**config.mk**
```make
export PLATFORM = sky130hd
export DESIGN_NAME = zoom_engine_flat
export DESIGN_NICKNAME = d
export VERILOG_FILES = /design/src/rtl/zoom_engine_if.sv /design/src/rtl/zoom_engine.sv /design/src/flat_wrapper.sv
export SDC_FILE = /design/constraint.sdc
export NUM_CORES = 1
export LEC_CHECK = 0
export CAP_MARGIN = 20
export CORE_MARGIN = 2
export CORE_UTILIZATION = 45
export CTS_BUF_LIST = sky130_fd_sc_hd__clkbuf_8 sky130_fd_sc_hd__clkbuf_16
export CTS_CLUSTER_SIZE = 28
export DETAILED_ROUTE_END_ITERATION = 12
export GPL_ROUTABILITY_DRIVEN = 0
export GPL_TIMING_DRIVEN = 0
export MAX_ROUTING_LAYER = met4
export SYNTH_ARGS = -nofsm -noshare
export SYNTH_HDL_FRONTEND = slang
export SYNTH_SLANG_ARGS = --single-unit
```
**constraint.sdc**
```tcl
create_clock -name clk -period 9.5 [get_ports clk]
set_input_delay 0.95 -clock clk [delete_from_list [all_inputs] [get_ports clk]]
set_output_delay 0.95 -clock clk [all_outputs]
set_load 0.01 [all_outputs]
```
**src/rtl/zoom_engine_if.sv**
```systemverilog
// Memory-side bundle of the zoom engine: the source ROM read port and the frame RAM write port.
interface zoom_engine_if #(
    parameter int ADDR_W = 15
);
    logic [ADDR_W-1:0] rd_addr;
    logic [7:0]        rd_data;
    logic [ADDR_W-1:0] wr_addr;
    logic [7:0]        wr_data;
    logic              wr_en;

    modport master (output rd_addr, wr_addr, wr_data, wr_en, input rd_data);
    modport slave  (input rd_addr, wr_addr, wr_data, wr_en, output rd_data);
endinterface

```
**src/rtl/zoom_engine.sv**
```systemverilog
// Zoom engine: writes a zoomed-in, decimated or block-averaged copy of a source ROM image to a frame RAM.
// Block averaging is built only when ZOOM_ENGINE_AVG_EN is defined; otherwise algorithm 11 decimates.
module zoom_engine #(
    parameter int IMG_W  = 160,
    parameter int IMG_H  = 120,
    parameter int ADDR_W = 15
) (
    input  logic                 clk,
    input  logic                 reset,
    input  logic                 enable,
    input  logic [2:0]           zoom_level,
    input  logic [1:0]           algorithm_select,
    zoom_engine_if.master        mem,
    output logic                 done,
    output logic                 busy
);
    localparam int XW = $clog2(IMG_W);
    localparam int YW = $clog2(IMG_H);

    typedef enum logic [2:0] {IDLE, READ, WRITE, DONE, WAIT_LOW} state_t;

    state_t            state, state_nxt;
    logic [XW-1:0]     x, nx;
    logic [YW-1:0]     y, ny;
    logic [3:0]        sub, last_sub;
    logic [1:0]        fs;
    logic              zin;
    logic              avg_m;
    logic              x_last, frame_last;
    logic              cur_active, nxt_active, start_active;
    logic [ADDR_W-1:0] rd_hold, rd_calc;
    logic [7:0]        pix;
    logic              wr_en;

    // fs is log2 of the zoom factor; zin covers 1x and zoom-in, which share the centred-crop mapping.
    function automatic logic [1:0] level_fs(input logic [2:0] lvl);
        case (lvl)
            3'd0, 3'd4: return 2'd2;
            3'd1, 3'd3: return 2'd1;
            default:    return 2'd0;
        endcase
    endfunction

    function automatic logic level_zin(input logic [2:0] lvl);
        return !(lvl == 3'd0 || lvl == 3'd1);
    endfunction

    function automatic int org(input int size, input logic [1:0] f_s);
        return (size - (size >> f_s)) / 2;
    endfunction

    function automatic logic is_active(input logic [1:0] f_s, input logic z_in,
                                       input int px, input int py);
        int ox, oy;
        ox = org(IMG_W, f_s);
        oy = org(IMG_H, f_s);
        return z_in || (px >= ox && px < ox + (IMG_W >> f_s) &&
                        py >= oy && py < oy + (IMG_H >> f_s));
    endfunction

    function automatic logic [ADDR_W-1:0] src_addr(input logic [1:0] f_s, input logic z_in,
                                                   input int px, input int py, input int s);
        int sx, sy;
        if (z_in) begin
            sx = org(IMG_W, f_s) + (px >> f_s);
            sy = org(IMG_H, f_s) + (py >> f_s);
        end else begin
            sx = ((px - org(IMG_W, f_s)) << f_s) + (s & ((1 << f_s) - 1));
            sy = ((py - org(IMG_H, f_s)) << f_s) + (s >> f_s);
        end
        return ADDR_W'(sy * IMG_W + sx);
    endfunction

    assign x_last       = (x == XW'(IMG_W - 1));
    assign frame_last   = x_last && (y == YW'(IMG_H - 1));
    assign nx           = x_last ? '0 : x + 1'b1;
    assign ny           = frame_last ? '0 : (x_last ? y + 1'b1 : y);
    assign last_sub     = avg_m ? 4'((5'd1 << {fs, 1'b0}) - 5'd1) : 4'd0;
    assign cur_active   = is_active(fs, zin, int'(x), int'(y));
    assign nxt_active   = is_active(fs, zin, int'(nx), int'(ny));
    assign start_active = is_active(level_fs(zoom_level), level_zin(zoom_level), 0, 0);
    assign rd_calc      = src_addr(fs, zin, int'(x), int'(y), int'(sub));

`ifdef ZOOM_ENGINE_AVG_EN
    logic [11:0] acc;

    function automatic logic [7:0] block_mean(input logic [11:0] sum, input logic [1:0] f_s);
        return 8'(sum >> {f_s, 1'b0});
    endfunction

    // The first READ cycle has no returned data yet, so accumulation lags the read index by one.
    always_ff @(posedge clk) begin
        if (reset) begin
            avg_m <= 1'b0;
            acc   <= '0;
        end else if (state == IDLE && enable) begin
            avg_m <= !level_zin(zoom_level) && (algorithm_select == 2'b11);
            acc   <= '0;
        end else if (state == READ && sub != 4'd0) begin
            acc <= acc + 12'(mem.rd_data);
        end else if (state == WRITE) begin
            acc <= '0;
        end
    end

    assign pix = avg_m ? block_mean(acc + 12'(mem.rd_data), fs) : mem.rd_data;
`else
    logic unused_alg;

    assign avg_m      = 1'b0;
    assign unused_alg = ^algorithm_select;
    assign pix        = mem.rd_data;
`endif

    always_ff @(posedge clk) begin
        if (reset) begin
            state   <= IDLE;
            x       <= '0;
            y       <= '0;
            sub     <= '0;
            fs      <= '0;
            zin     <= 1'b0;
            rd_hold <= '0;
        end else begin
            state <= state_nxt;
            case (state)
                IDLE: if (enable) begin
                    fs  <= level_fs(zoom_level);
                    zin <= level_zin(zoom_level);
                    x   <= '0;
                    y   <= '0;
                    sub <= '0;
                end
                READ: begin
                    rd_hold <= rd_calc;
                    if (sub != last_sub) sub <= sub + 1'b1;
                end
                WRITE: begin
                    sub <= '0;
                    x   <= nx;
                    y   <= ny;
                end
                default: ;
            endcase
        end
    end

    // Fill pixels skip READ entirely, so the next-state choice looks ahead at the next pixel.
    always_comb begin
        state_nxt = state;
        busy      = 1'b0;
        done      = 1'b0;
        wr_en     = 1'b0;
        case (state)
            IDLE:     if (enable) state_nxt = start_active ? READ : WRITE;
            READ: begin
                busy = 1'b1;
                if (sub == last_sub) state_nxt = WRITE;
            end
            WRITE: begin
                busy  = 1'b1;
                wr_en = 1'b1;
                if (frame_last)      state_nxt = DONE;
                else if (nxt_active) state_nxt = READ;
                else                 state_nxt = WRITE;
            end
            DONE: begin
                busy      = 1'b1;
                done      = 1'b1;
                state_nxt = WAIT_LOW;
            end
            WAIT_LOW: if (!enable) state_nxt = IDLE;
            default:  state_nxt = IDLE;
        endcase
    end

    assign mem.rd_addr = (state == READ) ? rd_calc : rd_hold;
    assign mem.wr_addr = ADDR_W'(int'(y) * IMG_W + int'(x));
    assign mem.wr_data = (state == WRITE && cur_active) ? pix : 8'h00;
    assign mem.wr_en   = wr_en;
endmodule

```
**src/flat_wrapper.sv**
```systemverilog
// flat-port wrapper written by rule: the top's interface ports become plain ports
module zoom_engine_flat 
#(
    parameter int IMG_W  = 160,
    parameter int IMG_H  = 120,
    parameter int ADDR_W = 15
)
  (clk, reset, enable, zoom_level, algorithm_select, done, busy, mem_rd_addr, mem_wr_addr, mem_wr_data, mem_wr_en, mem_rd_data);
  zoom_engine_if #(.ADDR_W(ADDR_W)) mem_i ();
  input  logic clk;
  input  logic reset;
  input  logic enable;
  input  logic [2:0] zoom_level;
  input  logic [1:0] algorithm_select;
  output logic done;
  output logic busy;
  output wire logic [$bits(mem_i.rd_addr)-1:0] mem_rd_addr;
  output wire logic [$bits(mem_i.wr_addr)-1:0] mem_wr_addr;
  output wire logic [$bits(mem_i.wr_data)-1:0] mem_wr_data;
  output wire logic [$bits(mem_i.wr_en)-1:0] mem_wr_en;
  input wire logic [$bits(mem_i.rd_data)-1:0] mem_rd_data;
  assign mem_rd_addr = mem_i.rd_addr;
  assign mem_wr_addr = mem_i.wr_addr;
  assign mem_wr_data = mem_i.wr_data;
  assign mem_wr_en = mem_i.wr_en;
  assign mem_i.rd_data = mem_rd_data;
  zoom_engine #(.IMG_W(IMG_W), .IMG_H(IMG_H), .ADDR_W(ADDR_W)) u_core (.clk(clk), .reset(reset), .enable(enable), .zoom_level(zoom_level), .algorithm_select(algorithm_select), .mem(mem_i), .done(done), .busy(busy));
endmodule
```
==> metrics.txt <==
flop2flop setup slack=2070 ps; Max rail drop VDD=0.233 mV; predominant post-synthesis flop cell=dfxtp_1; Setup-failing EPs final=0; deepest clock path buffer count=2; Synth Area per Inst=7.51 sq um; critical path endpoint category=output pin; status=finished clean; Die X=135 microns; vias in the first global route=between 7000 and 8000; WS Path Type=reg -> out; final hold vios=0; via/cell ratio=5.70; TritonCTS buffer count=5; Yosys cell types=80; simple-gate share of the synthesized area=0.216; Routed wire per std cell=about 18 microns; clock sinks=40; CTS root buf=clkbuf_16; post-layout min period=roughly 9000 ps; Initial Util=0.462; area growth from synthesis to layout=13.5%; proportion of synthesized area in mux cells=0.0454; largest net degree at the start of global routing=17; Slew headroom=0.519; H-tree depth=2; core region area=16600 sq um; period utilization=0.953; number of synthesized flops with an enable pin=0; post-layout net count=1240; IO buf count=54; pre-CTS setup slack=-68.5 ps; cell area after synthesis=7690 sq um; Pins Over Slew Limit=0; cell count after synthesis=between 1000 and 1500; Yosys Warn Count=0; commonest cells after routing, fill and taps aside=ha_1, nor2_1, o21ai_0; RSZ-0062 raised after global routing=false; Critical Path Slowest Stage Cell=mux4_2; detailed-router iteration count before antenna repair=5; die height=135 microns; fraction of layout cells with a size suffix above 1=0.0597; worst slew pin tran=715 ps; #FFs+latches synth=40; I/O pin count=57; clock slew at reported path FFs=around 60 ps; Synth Area in Adders=0.231; Hold WC Path Type=reg -> reg; main combinational cell family by area after synthesis=compound AO/OA/AOI/OAI gates; clock latency at the later pin of the worst-skew pair=290 ps; WP data arrival=8100 ps; commonest non-fill, non-tap cell in the layout=ha_1; final setup margin=between 400 and 500 ps; initial antenna violation count=0; first-pass GRT wire length=37400 microns; die area=18100 sq um; DRC violations left=0; CP required=8550 ps; drt first-iter violations=499; CTS Hold Buffers Added=0; overall power=1.53 mW; CTS tree=done; leakage dissipation=approximately 4 nW; total gr overflow=0; Hold Path Depth=2; Synth Area in XOR/XNOR=0.0840; diode count=0; Critical Path Start Type=flop; Seq/Total Area, Yosys=0.104; final HPWL from detailed placement=18600 microns; crit-path max FO=16; ys async rst share=0; final WL=approximately 23000 microns; vias=7458; Synth Area in Compound Gates=0.241; PwrDens=175 nW/um^2; Max Fclk=111 MHz; GR Util All Layers=0.267; max_cap viols=0; Post-Route Skew=5.53 ps; Rows=47; Routed Antenna Nets=0; most frequent CP cell=ha_1; reg2reg path depth=28; Setup Fix Bufs, Post-CTS=0; crit-path max cell delay=between 500 and 600 ps
## cells in the mapped netlist (18+ instances only)
master	n	area, sq um
nand2b_1	18	113
xor2_1	25	219
a21o_1	29	218
nor2_1	99	372
clkbuf_1	34	128
ha_1	127	1590
nor3_1	24	120
xnor2_1	43	377
a21oi_1	72	360
inv_1	68	255
nand2_1	71	267
dfxtp_1	40	801
o21ai_0	73	365
nor2b_1	35	219
mux2i_1	18	180
## routing by layer
layer / vias to the layer above / share of wire / global-route usage / routed length, microns
met5: - / 0 / - / 0
met4: 0 / 0.017 / 0.0561 / 403
met3: 29 / 0.053 / 0.0282 / 1230
met2: 203 / 0.45 / 0.429 / 10400
met1: 3456 / 0.48 / 0.364 / 11100
li1: 3770 / - / - / -
## what timing repair did
action	CTS	global route
endpoints found under the hold margin	0	0
pin swaps	0	0
gates resized for setup	5	17
endpoints found under the setup margin	1	1
## state kept, by name, indices dropped and copies added (netlist names)
name and flops:
u_core.y 7, u_core.zin 1, u_core.sub 4, u_core.x 8, u_core.state 3, u_core.fs 2
u_core.rd_hold 15
## report_power, final
group | internal, mW | switching, mW | total, mW | leakage (nW)
clock network | 0.123 | 0.0724 | 0.195 | 0.0850
logic | 0.517 | 0.624 | 1.14 | 3.49
registers | 0.187 | 0.00817 | 0.195 | 0.324
total | 0.827 | 0.705 | 1.53 | 3.90
## final timing paths
kind                            from                 end
hold / removal    u_core.rd_hold[13]  u_core.rd_hold[13]
hold reg to reg   u_core.rd_hold[13]  u_core.rd_hold[13]
setup reg to reg        u_core.fs[0]  u_core.rd_hold[14]
setup / recovery        u_core.fs[0]     mem_rd_addr[14]
## critical path, delay by kind of cell, from the launching register on
| kind | cells | cell delay (ps) |
|---|---|---|
| AOI/OAI and AO/OA | 7 | 1280 |
| xor gates and xnor gates | 5 | 1220 |
| adders and majority gates | 5 | 1700 |
| buffers and inverters | 6 | 1620 |
| DFF | 1 | 380 |
| muxes | 1 | 530 |
| and+or+nand+nor | 5 | 1060 |
## final cells by class
type | instances | area [sq um]
fill | 1701 | 7920
clock buffer | 5 | 125
inverter | 71 | 269
timing repair buffer | 54 | 541
multi-input combinational | 860 | 6340
clock inverter | 3 | 38.8
buffer | 56 | 335
sequential | 40 | 801
tap | 220 | 275
## kinds of logic (layout without fill, tap and decap cells)
logic type,after synthesis,in the layout
adders and majority gates,137,137
AOI/OAI and AO/OA,290,290
xor gates and xnor gates,70,70
other,2,5
and+or+nand+nor,331,331
DFF,40,40
buffers and inverters,127,189
muxes,27,27
## per-stage QoR
stage,instance area (sq um),setup TNS (ps),std cells,util,hold slack [ps]
after detailed placement,8520,-68.5,1301,0.512,457
after CTS,8690,0,1309,0.522,466
final,8730,0,1309,0.524,463
after global placement,8520,-93.2,1301,0.512,449
after global routing,8730,0,1309,0.524,487
after floorplan,7700,0,1027,-,437
No activity file was read; power rests on OpenSTA's default activity.
==> RTL change 1, RTL diff (same settings) <==
Add a define of `ZOOM_ENGINE_AVG_EN`.
--- a/src/rtl/zoom_engine.sv
+++ b/src/rtl/zoom_engine.sv
@@ -2,2 +2,4 @@
 // Block averaging is built only when ZOOM_ENGINE_AVG_EN is defined; otherwise algorithm 11 decimates.
+`define ZOOM_ENGINE_AVG_EN
+
 module zoom_engine #(
Function: not settled (the Yosys comparison gave no result); the edit may change what the design does.
==> RTL change 1 against the unedited design <==
Wire length grew 26%; maximum frequency shrank 0.17%; synthesized area grew 17%; clock skew grew 5.8 ps; via count grew 21%; sequential cell count grew 13; synthesized cell count grew 18%; sequential share of layout area grew 1.1 points; design area grew 18%; first-iteration DRC count grew 18%; die area grew 17%; clock power grew 3%; setup slack lost 15 ps; power grew 2.8%.
==> RTL change 1: results (changes against the unedited design) <==
maximum vdd drop - 114.2 uV (was 232.9 uV)
skew final - 11.35 ps (was 5.535 ps)
Multi-input gate area - 7528 um^2 (was 6341 um^2)
worst slack at placement - -1901 ps (was -68.53 ps)
non-clk buf share - 9.256% (was 10.04%)
Reg clk slew, reported paths - 80 ps (was 60 ps)
Max FO, Critical Path - 19 (was 16)
n_taps - 265 (was 220)
post-CTS sizing - 28 (was 5)
met3 WL - 1796 um (was 1225 um)
register area share after synthesis - 11.76% (was 10.41%)
# fillers - 1969 (was 1701)
design area - 10310 um^2 (was 8726 um^2)
post-detail-place hpwl - 23200 um (was 18650 um)
Hold Worst Slack - 473.4 ps (was 462.5 ps)
top cells by area, synth - ha_1, dfxtp_1, xnor2_1 (unchanged)
largest net degree at the start of global routing - 20 (was 17)
source of the worst hold timing path - u_core.acc[5] (was u_core.rd_hold[13])
Netlist cell types - 82 (was 80)
M2 GR Usage - 43.32% (was 42.87%)
Nets - 1445 (was 1240)
Switching Share - 46.31% (was 46.01%)
sequential cell count - 53 (was 40)
met2 wire len - 12700 um (was 10400 um)
placed cell count - 1534 (was 1301)
Largest regs - u_core.rd_hold (15), u_core.acc (12), u_core.x (8) (was u_core.rd_hold (15), u_core.x (8), u_core.y (7))
worst slew pin tran - 799.2 ps (was 714.9 ps)
leakage - 4.487 nW (was 3.898 nW)
met1 global-route usage - 38.55% (was 36.40%)
r2r setup slk - 2040 ps (was 2070 ps)
first-pass GRT wire length - 46580 um (was 37360 um)
run status - complete, no violations (unchanged)
Synth top cells by count - ha_1, nor2_1, nand2_1 (was ha_1, nor2_1, o21ai_0)
Max Freq - 110.3 MHz (was 110.5 MHz)
Signal buffers - 130 (was 110)
Reg2Reg Depth - 29 (was 28)
fraction of layout instances using a drive strength above 1 - 6.931% (was 5.969%)
RTL change 1: cell count changes after synthesis, sizes merged, moves of 12 or more:
cell and delta:
dfxtp +13, nand2 +31, nand3 +13, nor2 +14
a21oi +17, buf +12
RTL change 1: power by group through the flow:
stage          logic [mW]  clock network, mW  registers [mW]
3_3_place_gp         1.07                  0           0.256
5_1_grt              1.25              0.213           0.254
6_report             1.12              0.200           0.252
4_1_cts              1.09              0.206           0.252
2_1_floorplan       0.791                  0           0.252
3_5_place_dp         1.07                  0           0.257
RTL change 1: cells by family after synthesis:
kind of cell / Yosys count / share of synthesized area, %
AOI/OAI and AO/OA: 345 / 25.07
xor gates and xnor gates: 87 / 8.443
adders and majority gates: 146 / 21.07
buffers and inverters: 140 / 6.336
DFF: 53 / 11.76
muxes: 39 / 5.656
other: 2 / 0.08321
and+or+nand+nor: 398 / 21.59
==> RTL change 2, RTL diff (same flow settings) <==
Without the edit above. Put a register stage on the output `done`, without a reset. The value now appears one clock later. The other outputs are not delayed to match.
--- a/src/rtl/zoom_engine.sv
+++ b/src/rtl/zoom_engine.sv
@@ -20,2 +20,4 @@
     typedef enum logic [2:0] {IDLE, READ, WRITE, DONE, WAIT_LOW} state_t;
+
+    logic done_d;
 
@@ -151,3 +153,3 @@
         busy      = 1'b0;
-        done      = 1'b0;
+        done_d    = 1'b0;
         wr_en     = 1'b0;
@@ -168,3 +170,3 @@
                 busy      = 1'b1;
-                done      = 1'b1;
+                done_d    = 1'b1;
                 state_nxt = WAIT_LOW;
@@ -180,2 +182,6 @@
     assign mem.wr_en   = wr_en;
+    always_ff @(posedge clk) begin
+        done <= done_d;
+    end
+
 endmodule
Check against the original RTL: not settled (the Yosys comparison gave no result); the edit may change what the design does.
==> RTL change 2 against the unedited design <==
Die area is 2.0% lower; wire length shrank 3.3%; design area is 1.9% lower; power decreased by 24%; setup slack improved by 73 ps; core utilization decreased by 0.43 points; sequential cell count increased by 1; synthesized area decreased by 2.1%; maximum frequency grew 0.81%.
==> RTL change 2: results (changes against the unedited design) <==
source of the worst hold timing path - u_core.rd_hold[9] (was u_core.rd_hold[13])
WL final - 22320 um (was 23090 um)
compound-gate portion of the synthesized area - 23.76% (was 24.07%)
Worst Hold Path EP - u_core.rd_hold[9] (was u_core.rd_hold[13])
relative slew slack - 38.98% (was 51.90%)
Max FO, Critical Path - 13 (was 16)
top cells by area, synth - ha_1, dfxtp_1, xnor2_1 (unchanged)
Final Critical Period - 8976 ps (was 9049 ps)
leakage - 3.812 nW (was 3.898 nW)
worst path arrival time - 8030 ps (was 8100 ps)
Hold Worst Slack - 553.9 ps (was 462.5 ps)
Netlist cell types - 73 (was 80)
Synth Area in Adders - 23.63% (was 23.14%)
met1 global-route usage - 34.78% (was 36.40%)
worst slack at placement - -251.4 ps (was -68.53 ps)
CTS max path bufs - 2 (unchanged)
met3 WL - 805 um (was 1225 um)
maximum vdd drop - 125.2 uV (was 232.9 uV)
Reg2Reg Depth - 30 (was 28)
register area share after synthesis - 10.90% (was 10.41%)
fraction of layout instances using a drive strength above 1 - 4.749% (was 5.969%)
r2r setup slk - 2140 ps (was 2070 ps)
Metal-1 WL - 10720 um (was 11060 um)
met2 wire len - 10370 um (was 10400 um)
run status - complete, no violations (unchanged)
M2 GR Usage - 42.61% (was 42.87%)
XOR/XNOR Fraction of Synth Area - 9.121% (was 8.397%)
skew final - 4.656 ps (was 5.535 ps)
routed len/inst - 17.25 um (was 17.64 um)
placed inst area - 8363 um^2 (was 8516 um^2)
Critical-path top delay cell - clkdlybuf4s50_1 (was mux4_2)
vias in the first global route - 6829 (was 7023)
antenna cells - 0 (unchanged)
Reg2Reg Launch Point - u_core.fs[1] (was u_core.fs[0])
post-detail-place hpwl - 18050 um (was 18650 um)
Nets - 1226 (was 1240)
placed cell count - 1287 (was 1301)
Synth top cells by count - ha_1, nand2_1, nor2_1 (was ha_1, nor2_1, o21ai_0)
Hold Path Depth - 3 (was 2)
mean post-synth cell area - 7.464 um^2 (was 7.508 um^2)
first-pass GRT wire length - 35980 um (was 37360 um)
post-CTS sizing - 7 (was 5)
mux cell area share after synthesis - 5.217% (was 4.540%)
Tot GR Track Use - 26.18% (was 26.68%)
M3 GR Usage - 2.778% (was 2.815%)
highest routed metal layer - met4 (unchanged)
Vias/cell - 5.600 (was 5.697)
initial drt markers - 411 (was 499)
-- RTL change 2: cell type report --
class	count	area [um^2]
Sequential cell	41	823.3
Timing Repair Buffer	55	545.5
Tap cell	220	275.3
Fill cell	1722	7904
Inverter	64	241.5
Multi-Input combinational cell	852	6271
Buffer	55	245.2
Clock buffer	5	125.1
Clock inverter	2	35.03
-- RTL change 2: how the worst max path moves through the flow --
stage,startpoint,endpoint,cells after the start
finish,u_core.fs[1],mem_rd_addr[14],31
global route,u_core.fs[1],mem_rd_addr[14],31
CTS,u_core.fs[0],mem_rd_addr[14],31
detailed placement,u_core.fs[0],mem_rd_addr[14],31
global placement,u_core.fs[0],mem_rd_addr[14],30
floorplan,u_core.fs[0],mem_rd_addr[14],30
-- RTL change 2: report_power, final --
group | internal (mW) | total [mW] | leakage, nW | switching, mW
logic | 0.352 | 0.779 | 3.40 | 0.426
clock network | 0.122 | 0.197 | 0.0797 | 0.0748
registers | 0.185 | 0.191 | 0.333 | 0.00579
